File: config.mk
export PLATFORM = sky130hd
export DESIGN_NAME = demux_router
export DESIGN_NICKNAME = d
export VERILOG_FILES = /design/src/rtl/demux_router.sv
export SDC_FILE = /design/constraint.sdc
export NUM_CORES = 1
export LEC_CHECK = 0
export ABC_AREA = 1
export BUFFER_PORTS_ARGS = -buffer_cell sky130_fd_sc_hd__buf_2
export CELL_PAD_IN_SITES_DETAIL_PLACEMENT = 1
export CELL_PAD_IN_SITES_GLOBAL_PLACEMENT = 2
export CORE_ASPECT_RATIO = 2
export CORE_MARGIN = 3
export CORE_UTILIZATION = 43
export CTS_BUF_LIST = sky130_fd_sc_hd__clkbuf_4
export CTS_CLUSTER_SIZE = 14
export DETAILED_ROUTE_END_ITERATION = 8
export GPL_TIMING_DRIVEN = 0
export PLACE_DENSITY = 0.81
export SYNTH_ARGS = -nofsm -noshare
export SYNTH_HDL_FRONTEND = slang
export SYNTH_SLANG_ARGS = --single-unit
File: constraint.sdc
create_clock -name clk -period 2.53 [get_ports clk]
set_input_delay 0.506 -clock clk [delete_from_list [all_inputs] [get_ports clk]]
set_output_delay 0.506 -clock clk [all_outputs]
set_load 0.01 [all_outputs]
File: src/rtl/demux_router.sv
// Tag-steered 1-to-4 demultiplexer: each non-zero word is queued in the lane named by its
// two MSBs, and each lane is drained independently through a pop/valid handshake.
module demux_router #(
    parameter int DATA_WIDTH      = 12,
    parameter int FIFO_DEPTH      = 4,
    parameter int PTR_WIDTH       = 2,
    parameter int ALMOST_FULL_LVL = 3
) (
    input  logic                  clk,
    input  logic                  reset_L,
    input  logic [DATA_WIDTH-1:0] data_in,
    input  logic                  valid_in,
    output logic                  ready_in,
    input  logic [3:0]            pop,
    output logic [DATA_WIDTH-1:0] data_out0,
    output logic [DATA_WIDTH-1:0] data_out1,
    output logic [DATA_WIDTH-1:0] data_out2,
    output logic [DATA_WIDTH-1:0] data_out3,
    output logic [3:0]            valid_out,
    output logic [3:0]            fifo_empty,
    output logic [3:0]            fifo_full,
    output logic [3:0]            almost_full,
    output logic                  overflow_err
);

    localparam int LANES = 4;
    localparam int CNT_W = PTR_WIDTH + 1;

    logic [DATA_WIDTH-1:0] mem_q  [LANES][FIFO_DEPTH];
    logic [DATA_WIDTH-1:0] mem_d  [LANES][FIFO_DEPTH];
    logic [PTR_WIDTH-1:0]  wr_ptr_q [LANES];
    logic [PTR_WIDTH-1:0]  wr_ptr_d [LANES];
    logic [PTR_WIDTH-1:0]  rd_ptr_q [LANES];
    logic [PTR_WIDTH-1:0]  rd_ptr_d [LANES];
    logic [CNT_W-1:0]      cnt_q    [LANES];
    logic [CNT_W-1:0]      cnt_d    [LANES];
    logic [DATA_WIDTH-1:0] dout_q   [LANES];
    logic [DATA_WIDTH-1:0] dout_d   [LANES];
    logic [LANES-1:0]      valid_q, valid_d;
    logic                  ovf_q, ovf_d;

    logic [1:0]            tag;
    logic                  word_ok;
    logic [LANES-1:0]      push, pop_ok, empty, full, afull;

    // The all-zero word is the link's idle code and is never queued.
    assign tag      = data_in[DATA_WIDTH-1 -: 2];
    assign word_ok  = valid_in && (data_in != '0);
    assign ready_in = ~full[tag];

    always_comb begin
        empty = '0;
        full  = '0;
        afull = '0;
        for (int i = 0; i < LANES; i++) begin
            empty[i] = (cnt_q[i] == '0);
            full[i]  = (cnt_q[i] == CNT_W'(FIFO_DEPTH));
            afull[i] = (cnt_q[i] >= CNT_W'(ALMOST_FULL_LVL));
        end
    end

    always_comb begin
        mem_d    = mem_q;
        wr_ptr_d = wr_ptr_q;
        rd_ptr_d = rd_ptr_q;
        cnt_d    = cnt_q;
        dout_d   = dout_q;
        push     = '0;
        pop_ok   = '0;
        valid_d  = '0;
        ovf_d    = ovf_q | (word_ok & full[tag]);
        for (int i = 0; i < LANES; i++) begin
            // Full/empty come from the registered count, so a full lane rejects a push
            // even while it is being popped, and an empty lane never bypasses to the output.
            push[i]   = word_ok && (tag == 2'(i)) && !full[i];
            pop_ok[i] = pop[i] && !empty[i];
            if (push[i]) begin
                mem_d[i][wr_ptr_q[i]] = data_in;
                wr_ptr_d[i]           = wr_ptr_q[i] + PTR_WIDTH'(1);
            end
            if (pop_ok[i]) begin
                dout_d[i]   = mem_q[i][rd_ptr_q[i]];
                rd_ptr_d[i] = rd_ptr_q[i] + PTR_WIDTH'(1);
                valid_d[i]  = 1'b1;
            end
            cnt_d[i] = cnt_q[i] + CNT_W'(push[i]) - CNT_W'(pop_ok[i]);
        end
    end

    always_ff @(posedge clk or negedge reset_L) begin
        if (!reset_L) begin
            for (int i = 0; i < LANES; i++) begin
                wr_ptr_q[i] <= '0;
                rd_ptr_q[i] <= '0;
                cnt_q[i]    <= '0;
                dout_q[i]   <= '0;
            end
            valid_q <= '0;
            ovf_q   <= 1'b0;
        end else begin
            wr_ptr_q <= wr_ptr_d;
            rd_ptr_q <= rd_ptr_d;
            cnt_q    <= cnt_d;
            dout_q   <= dout_d;
            valid_q  <= valid_d;
            ovf_q    <= ovf_d;
        end
    end

    // Storage needs no reset; the pointers alone define what is valid.
    always_ff @(posedge clk) begin
        mem_q <= mem_d;
    end

    assign data_out0    = dout_q[0];
    assign data_out1    = dout_q[1];
    assign data_out2    = dout_q[2];
    assign data_out3    = dout_q[3];
    assign valid_out    = valid_q;
    assign fifo_empty   = empty;
    assign fifo_full    = full;
    assign almost_full  = afull;
    assign overflow_err = ovf_q;

endmodule

==> results of run 1 <==
what timing repair did:
action / 4_1_cts / 5_1_grt
setup endpoints to repair: 49 / 13
endpoints found under the hold margin: 23 / 0
hold buffers: 1 / 0
gates resized for setup: 5 / 3
through the flow:
| step | setup WS (ps) | std cells | util, % |
|---|---|---|---|
| 6_report | 126 | 1429 | 50.5 |
| 5_1_grt | 5.60 | 1429 | 50.5 |
| 4_1_cts | 55.0 | 1428 | 50.5 |
| 3_5_place_dp | -381 | 1317 | 47.4 |
| 3_3_place_gp | -360 | 1316 | 47.3 |
| 2_1_floorplan | 387 | 896 | - |
worst max-delay path by stage:
stage / from / endpoint / slack, ps / cells past startpoint
4_1_cts: cnt_q[1] / ready_in / 50 / 7
2_1_floorplan: data_in[11] / cnt_q[11] / 390 / 9
3_3_place_gp: data_in[11] / mem_q[174] / -360 / 7
5_1_grt: cnt_q[11] / mem_q[164] / 6 / 5
6_report: cnt_q[11] / mem_q[185] / 130 / 5
3_5_place_dp: data_in[11] / mem_q[177] / -380 / 7
layout make-up:
cell class              count  share of cell area (%)
diodes                      1                  0.0197
plain buffers              39                    1.97
multi-input cells         521                    22.0
clock inverters            25                   0.857
inverters                  63                    1.86
flip-flops and latches    273                    61.4
repair buffers             86                    3.63
clock buffers              85                    5.03
well taps                 336                    3.31
registers in the layout, indices dropped and copies added, names as in the netlist:
signal and flops:
rd_ptr_q 8, data_out2 12, data_out3 12, overflow_err 1, cnt_q 12, valid_out 4, mem_q 192, data_out0 12
wr_ptr_q 8, data_out1 12
power by group through the flow:
stage,Combinational [mW],Clock [mW],Sequential [mW]
2_1_floorplan,2.91,0,6.28
5_1_grt,5.41,3.58,6.23
3_5_place_dp,4.83,0,6.24
4_1_cts,4.86,3.38,6.15
3_3_place_gp,4.67,0,6.21
6_report,4.73,3.26,6.13
cell usage after synthesis (3+ instances only):
library cell  instances  area (µm²)
nor2_1              274        1030
edfxtp_1            192        5770
o21ai_0              97         485
dfrtp_1              81        2030
inv_1                56         210
a31oi_1              48         300
ha_1                 28         350
nand2_1              18        67.6
buf_2                13        65.1
nand3_1               8        40.0
xor2_1                8        70.1
buf_4                 7        52.6
buf_6                 7        78.8
clkbuf_2              7        35.0
inv_2                 7        26.3
buf_1                 4        15.0
fa_1                  4        80.1
nor2_4                4        45.0
nor2_8                4        80.1
nor3_1                4        20.0
a21oi_2               3        26.3
nor2_2                3        18.8
o21ai_1               3        15.0
or2_1                 3        18.8
xor2_2                3        48.8
critical path: stages, from the launching register on:
cell     delay (ps)
dfrtp_1         410
inv_1           130
nor2_1           90
nor2_1          220
nand3_2         210
nor2_1          940
per-layer routing:
layer  vias up  GRT usage [%]  routed length (µm)
met5         -              0                   0
met4         0           8.39                 949
met3        71           3.16                 914
met2       156           40.7               16000
met1      3504           19.7                9340
li1       3381              -                   -
logic make-up after synthesis:
kind of cell,Yosys count,synth area share (%)
buffers and inverters,102,4.41
AND/OR/NAND/NOR,325,12.4
adder cells (fa/ha/maj),32,3.90
AO/OA/AOI/OAI,153,7.63
XOR/XNOR,11,1.08
flip-flops,273,70.6
==> impl_metrics.tcl, run 1 <==
set metrics [dict create \
    root_buffer "clkbuf_4" \
    worst_hold_startpoint "valid_in" \
    netSwitchingPower_mw 5.25 \
    cp.arrival_ps 2700 \
    netlist-cell-type-count 33 \
    skew_ps 33.0 \
    fin_max_slew_vios 0 \
    power.density_cell_area_mw_per_mm2 1110 \
    num_rows 82 \
    worst_r2r_endpoint "mem_q[185]" \
    worst_r2r_startpoint "cnt_q[11]" \
    report.final.setup_viol 0 \
    clock_power_share_pct 23.1 \
    grt_setup_unrepaired "false" \
    rrSetupSlack_ps 130 \
    max-clock-path-buffers 3 \
    grt_antenna_before_repair 1 \
    layout.cells.most_common "nor2_1" \
    maxSlewHeadroom_pct 20.3 \
    fillerInstances 2727 \
    clock_insertion_delay_worst_skew_ps 710 \
    synth_edf_count 192 \
    min_delay_path_depth 3 \
    tritoncts "built" \
    grt_start_max_net_pins 59 \
    wl_per_cell_um 19.0 \
    worst-r2r-cell-count 5 \
    timing.fmax_ghz 0.416 \
    post_place_cell_area_mm2 0.0119 \
    crit_required_ps 2830 \
    cts_inserted_buffers 59 \
    yosys_most_used_dff "edfxtp_1" \
    grt_remaining_overflow 0 \
    grt_pass1_wl_um 42500 \
    port_buffers 84 \
    power_frac_seq_pct 43.4 \
    boundaryPins 85 \
    hold-path-endpoint "wr_ptr_q[7]" \
    swShare_pct 37.2 \
    floorplan.die.width_um 119 \
    timing_worst_slew_pin_value_ps 1190 \
    post-dp-hpwl_um 18800 \
    drc 0 \
    final_area_mm2 0.0127 \
    area_growth_syn_to_layout_pct 15.0 \
    netlist_area_mm2 0.0110 \
    cts_setup_buffers 0 \
    finalNetCount 1094 \
    post-layout-total-power_mw 14.1 \
    placeable_core_region_mm2 0.0251 \
    tritoncts_num_sinks 273 \
    drt-vias-per-instance 4.98 \
    clkTransAtPathRegs_ps 70 \
    cellLeakagePower_nw 4.99 \
    outcome "complete, no violations" \
    min_period_over_period_pct 95.0 \
    finalWeightedCongestion 0.767 \
    tns_ps 0 \
    critical_path_peak_fanout 12 \
    routed_wl_um 27200 \
    power.share.combinational_pct 33.5 \
    register_area_mm2 0.00779 \
    starting_density_of_the_core_pct 43.9 \
    seq_area_frac_synth_pct 70.6 \
    layout.cells.most_common_list "nor2_1 (269), edfxtp_1 (192), o21ai_0 (97), buf_2 (96), clkbuf_4 (85)" \
    cell_internal_pwr_mw 8.87 \
    drive_gt1_share_pct 22.9 \
    die-area_mm2 0.0278 \
    count_of_antenna_violating_nets_left_after_detailed_routing 0 \
    routed-via-count 7112 \
    hold_violations 0 \
    number_of_global_route_vias_before_repair 7881 \
    whs_ps 128 \
    synth-warning-count 0 \
    cells_after_synth 896 \
    max_cap_violations 0 \
    seq_cells_post_synth 273 \
    footprint_of_the_multi_input_gates_mm2 0.00279 \
    grtUsageTotal_pct 20.1 \
    syn_nets 947 \
    fp.dieH_um 233 \
    detailedRoute.firstIterationViolations 277 \
    dr.pass1.iters 4 \
    ir_worst_vdd_uv 636 \
    criticalPathCategory "reg2reg" \
    critPathCaptureType "register" \
    min_period_ps 2400 \
    worst_setup_path_start_kind "register" \
    synth-async-reset-ratio_pct 29.7 \
    cts_max_level 2 \
    synth_area_per_cell_um2 12.3 \
    worstHoldPathType "in2reg" \
]
Note: power is estimated with default switching activity, not from simulation.
==> run 2, diff against run 1 <==
Settings changed: CORE_MARGIN 3 to default, CORE_UTILIZATION 43 to 46, PLACE_DENSITY 0.81 to 0.86.
Clock period 2.53 ns to 2.8 ns, I/O delays scaled along.
==> run 2 against run 1 <==
Sequential share of layout area grew 0.11 points. Clock power shrank 2%. Critical path depth grew 2. First-iteration DRC count shrank 12%. Combinational power shrank 9.9%. Routed wire length is essentially flat. Critical path type is now reg2out. Sequential power shrank 9.6%. Largest power group unchanged. Hold slack gained 97 ps. Power shrank 7.9%. Cell area shrank 0.18%. Via count grew 1.5%. The flow now finishes with violations (design-rule violations).
==> impl_metrics.tcl, run 2 (same netlist as run 1, synthesis figures left out) <==
set metrics [dict create \
    finalNetCount 1095 \
    cts_max_level 2 \
    clock_insertion_delay_worst_skew_ps 700 \
    drive_gt1_share_pct 22.8 \
    post_place_cell_area_mm2 0.0118 \
    min_delay_path_depth 3 \
    criticalPathCategory "reg2out" \
    area_growth_syn_to_layout_pct 14.8 \
    timing_worst_slew_pin_value_ps 1240 \
    layout.cells.most_common_list "nor2_1 (274), edfxtp_1 (192), clkbuf_4 (99), o21ai_0 (97), buf_2 (96)" \
    critPathTopFamily "simple AND/OR/NAND/NOR gates" \
    drc 8 \
    detailedRoute.firstIterationViolations 245 \
    dr.pass1.iters 6 \
    boundaryPins 85 \
    worstPathCellList "inv_1 -> nand3_1 -> nand3_1 -> nand2_1 -> nor2_1 -> inv_1 -> buf_2" \
    max-clock-path-buffers 3 \
    worst-r2r-cell-count 6 \
    routed_wl_um 27200 \
    min_period_over_period_pct 93.3 \
    cp.arrival_ps 2050 \
    tritoncts_num_sinks 273 \
    grtUsageTotal_pct 23.0 \
    drt-vias-per-instance 5.24 \
    root_buffer "clkbuf_4" \
    fp.dieH_um 221 \
    largest_register_ffs 192 \
    grt_antenna_before_repair 1 \
    ctsResizeCount 0 \
    dpl.cell_count 1264 \
    hold_violations 0 \
    critPathCaptureType "output port" \
    final_cells 1377 \
    wl_per_cell_um 19.7 \
    critical_path.slowest_cell "dfrtp_1" \
    min_period_ps 2610 \
    die-area_mm2 0.0247 \
    critical_path_peak_fanout 3 \
    outcome "finished, violations left" \
    worst_setup_path_start_kind "register" \
    grt_pass1_wl_um 42600 \
    post-dp-hpwl_um 18300 \
    post-layout-total-power_mw 13.0 \
    starting_density_of_the_core_pct 47.1 \
    count_of_antenna_violating_nets_left_after_detailed_routing 0 \
    ir_worst_vdd_uv 528 \
    whs_ps 225 \
    timing.fmax_ghz 0.383 \
    finalWeightedCongestion 0.745 \
    max_cap_violations 0 \
    grt_start_max_net_pins 61 \
    grt_remaining_overflow 0 \
    critical_path.max_stage_delay_ps 400 \
    final_area_mm2 0.0127 \
    crit_required_ps 2240 \
    maxSlewHeadroom_pct 17.0 \
    placeable_core_region_mm2 0.0234 \
    failed_checks "design-rule violations" \
    layout.cells.most_common "nor2_1" \
    cellLeakagePower_nw 5.03 \
    timing.critical_path.depth 7 \
    routed-via-count 7217 \
    cts_inserted_buffers 60 \
    path_buf_inv 3 \
    report.final.setup_viol 0 \
    fin_max_slew_vios 0 \
    floorplan.die.width_um 112 \
    clkTransAtPathRegs_ps 80 \
    skew_ps 16.1 \
    grt_setup_unrepaired "false" \
    number_of_global_route_vias_before_repair 7772 \
    tritoncts "built" \
    worstHoldPathType "in2reg" \
    register_name_with_the_most_flops "mem_q" \
    port_buffers 84 \
    num_rows 79 \
    power.density_cell_area_mw_per_mm2 1030 \
]
==> run 2: layout make-up <==
type | count | area [µm²]
plain buffers | 39 | 250
multi-input cells | 521 | 2760
clock buffers | 99 | 743
well taps | 283 | 354
inverters | 63 | 236
flip-flops and latches | 273 | 7790
clock inverters | 12 | 72.6
fillers | 2509 | 10800
diodes | 1 | 2.50
repair buffers | 86 | 460
==> run 2: path summary, 6_finish.rpt <==
path | startpoint | endpoint | slack [ps]
max in group asynchronous | reset_L | rd_ptr_q[0] | 1820
worst min-delay path | valid_in | wr_ptr_q[6] | 230
worst max-delay path | cnt_q[1] | ready_in | 190
worst min register to register | overflow_err | overflow_err | 470
worst max register to register | cnt_q[1] | mem_q[15] | 380
min in group asynchronous | reset_L | cnt_q[5] | 310
==> run 2: worst reg2reg max path, delay by kind of cell, from the launching register on <==
family,cells,cell delay (ps)
buffers and inverters,3,310
DFF,1,380
and+or+nand+nor,3,1330
==> run 2: through the flow <==
stage | util (%) | setup slack, ps | setup TNS, ps
2_1_floorplan | - | 603 | 0
5_1_grt | 54.1 | 61.4 | 0
3_5_place_dp | 50.6 | -318 | -23950
6_report | 54.1 | 188 | 0
4_1_cts | 54.1 | 91.7 | 0
3_3_place_gp | 50.4 | -195 | -10520
==> run 2: what timing repair did <==
action	CTS	global route
setup buffers	0	0
endpoints found under the hold margin	21	0
hold buffers	1	0
==> run 2: metal layers <==
metal	up-vias	part of all wire, %	track usage [%]
met2	147	57	44.8
met1	3617	37	24.3
met3	63	3.2	2.88
li1	3390	-	-
met4	0	3.1	9.63
met5	-	0	0
==> run 2: report_power, final <==
part	total [mW]	switching (mW)	internal [mW]	leakage (nW)
clock	3.20	1.52	1.68	0.489
combinational	4.26	2.74	1.52	1.89
sequential	5.54	0.462	5.08	2.65
==> run 3, diff against run 2 <==
Settings changed: CELL_PAD_IN_SITES_DETAIL_PLACEMENT 1 to 2.
==> run 3 against run 2 <==
The run still ends with design-rule violations left. Sequential share of layout area rose by 0.11 points. Critical path depth did not move. Combinational power rose by 13%. Cell area fell by 0.18%. Die area did not move. Utilization fell by 0.096 points. Hold slack improved by 18 ps.
==> impl_metrics.tcl, run 3 (same netlist as run 1, synthesis figures left out) <==
set metrics [dict create \
    tritoncts_num_sinks 273 \
    max-clock-path-buffers 3 \
    ir_worst_vdd_uv 671 \
    floorplan.die.width_um 112 \
    power.density_cell_area_mw_per_mm2 1080 \
    area_growth_syn_to_layout_pct 14.6 \
    worst_setup_path_start_kind "input port" \
    drive_gt1_share_pct 22.6 \
    outcome "finished, violations left" \
    count_of_antenna_violating_nets_left_after_detailed_routing 0 \
    boundaryPins 85 \
    criticalPathCategory "in2reg" \
    detailedRoute.firstIterationViolations 350 \
    final_cells 1377 \
    crit_required_ps 3130 \
    fp.dieH_um 221 \
    min_period_over_period_pct 98.1 \
    register_name_with_the_most_flops "mem_q" \
    hold_violations 0 \
    report.final.setup_viol 0 \
    dpl.cell_count 1264 \
    critical_path_peak_fanout 20 \
    layout.cells.most_common_list "nor2_1 (273), edfxtp_1 (192), o21ai_0 (97), buf_2 (96), clkbuf_4 (89)" \
    grtUsageTotal_pct 31.3 \
    tritoncts "built" \
    critical_path.slowest_cell "nor2_1" \
    grt_setup_unrepaired "false" \
    grt_antenna_before_repair 1 \
    grt_pass1_wl_um 56500 \
    failed_checks "design-rule violations" \
    critPathTopFamily "simple AND/OR/NAND/NOR gates" \
    critical_path.max_stage_delay_ps 1130 \
    maxSlewHeadroom_pct 4.22 \
    routed_wl_um 37200 \
    timing.fmax_ghz 0.364 \
    port_buffers 84 \
    cts_max_level 2 \
    finalWeightedCongestion 0.745 \
    max_cap_violations 0 \
    post-dp-hpwl_um 22300 \
    layout.cells.most_common "nor2_1" \
    num_rows 79 \
    path_buf_inv 2 \
    dr.pass1.iters 7 \
    fin_max_slew_vios 0 \
    root_buffer "clkbuf_4" \
    clock_insertion_delay_worst_skew_ps 750 \
    starting_density_of_the_core_pct 47.1 \
    wl_per_cell_um 27.0 \
    clkTransAtPathRegs_ps 70 \
    cellLeakagePower_nw 5.01 \
    cp.arrival_ps 3070 \
    critPathCaptureType "register" \
    min_period_ps 2750 \
    post-layout-total-power_mw 13.7 \
    grt_remaining_overflow 0 \
    drc 7 \
    finalNetCount 1094 \
    number_of_global_route_vias_before_repair 9080 \
    skew_ps 45.5 \
    cts_setup_buffers 0 \
    worstHoldPathType "in2reg" \
    cts_inserted_buffers 59 \
    worstPathCellList "buf_2 -> inv_1 -> nand2_1 -> nor2_1 -> nand2_1 -> nand3_2 -> nor2_1" \
    die-area_mm2 0.0247 \
    drt-vias-per-instance 5.65 \
    grt_start_max_net_pins 61 \
    routed-via-count 7785 \
    timing_worst_slew_pin_value_ps 1430 \
    placeable_core_region_mm2 0.0234 \
    largest_register_ffs 192 \
]
run 3: per-layer routing:
metal | part of all wire, % | global-route usage, %
met2 | 55 | 57.3
met4 | 5.5 | 18.6
met1 | 35 | 33.4
met3 | 4.6 | 5.31
met5 | 0 | 0
run 3: cell type report:
class / count / area, µm²
Clock inverter: 22 / 118
Buffer: 39 / 250
Clock buffer: 89 / 668
Fill cell: 2248 / 10800
Sequential cell: 273 / 7790
Antenna cell: 1 / 2.50
Tap cell: 283 / 354
Inverter: 63 / 236
Timing Repair Buffer: 86 / 460
Multi-Input combinational cell: 521 / 2770
run 3: worst paths after layout:
| check | startpoint | endpoint | slack [ps] | cells past startpoint |
|---|---|---|---|---|
| setup / recovery | data_in[11] | mem_q[156] | 50 | 7 |
| hold / removal | valid_in | wr_ptr_q[6] | 240 | 3 |
| setup reg to reg | cnt_q[9] | mem_q[156] | 80 | 6 |
| hold reg to reg | overflow_err | overflow_err | 500 | 2 |
| max in group asynchronous | reset_L | data_out1[5] | 1770 | 3 |
| min in group asynchronous | reset_L | cnt_q[5] | 300 | 2 |
run 3: tightest hold or removal path, stage by stage:
cell and delay [ps]:
buf_2 170, nand4_1 130, nand2_1 70
run 3: through the flow:
step	hold slack, ps	instance area, µm²	setup TNS (ps)	utilization, %	worst slack (ps)
final	244	12700	0	54.0	52.4
after global routing	228	12700	0	54.0	23.5
after CTS	187	12600	0	54.0	34.7
after detailed placement	456	11800	-42610	50.6	-395
after global placement	445	11800	-10520	50.4	-195
after floorplan	264	11000	0	-	603
run 3: power breakdown:
part           internal, mW  switching [mW]  total [mW]  leakage [nW]
clock network          1.55            1.70        3.25         0.473
logic                  1.56            3.27        4.83          1.89
registers              5.08           0.544        5.62          2.65
run 3: timing repair:
item	4_1_cts	5_1_grt
endpoints found under the hold margin	21	0
hold buffers	1	0
gates resized for setup	1	1
endpoints found under the setup margin	1	1
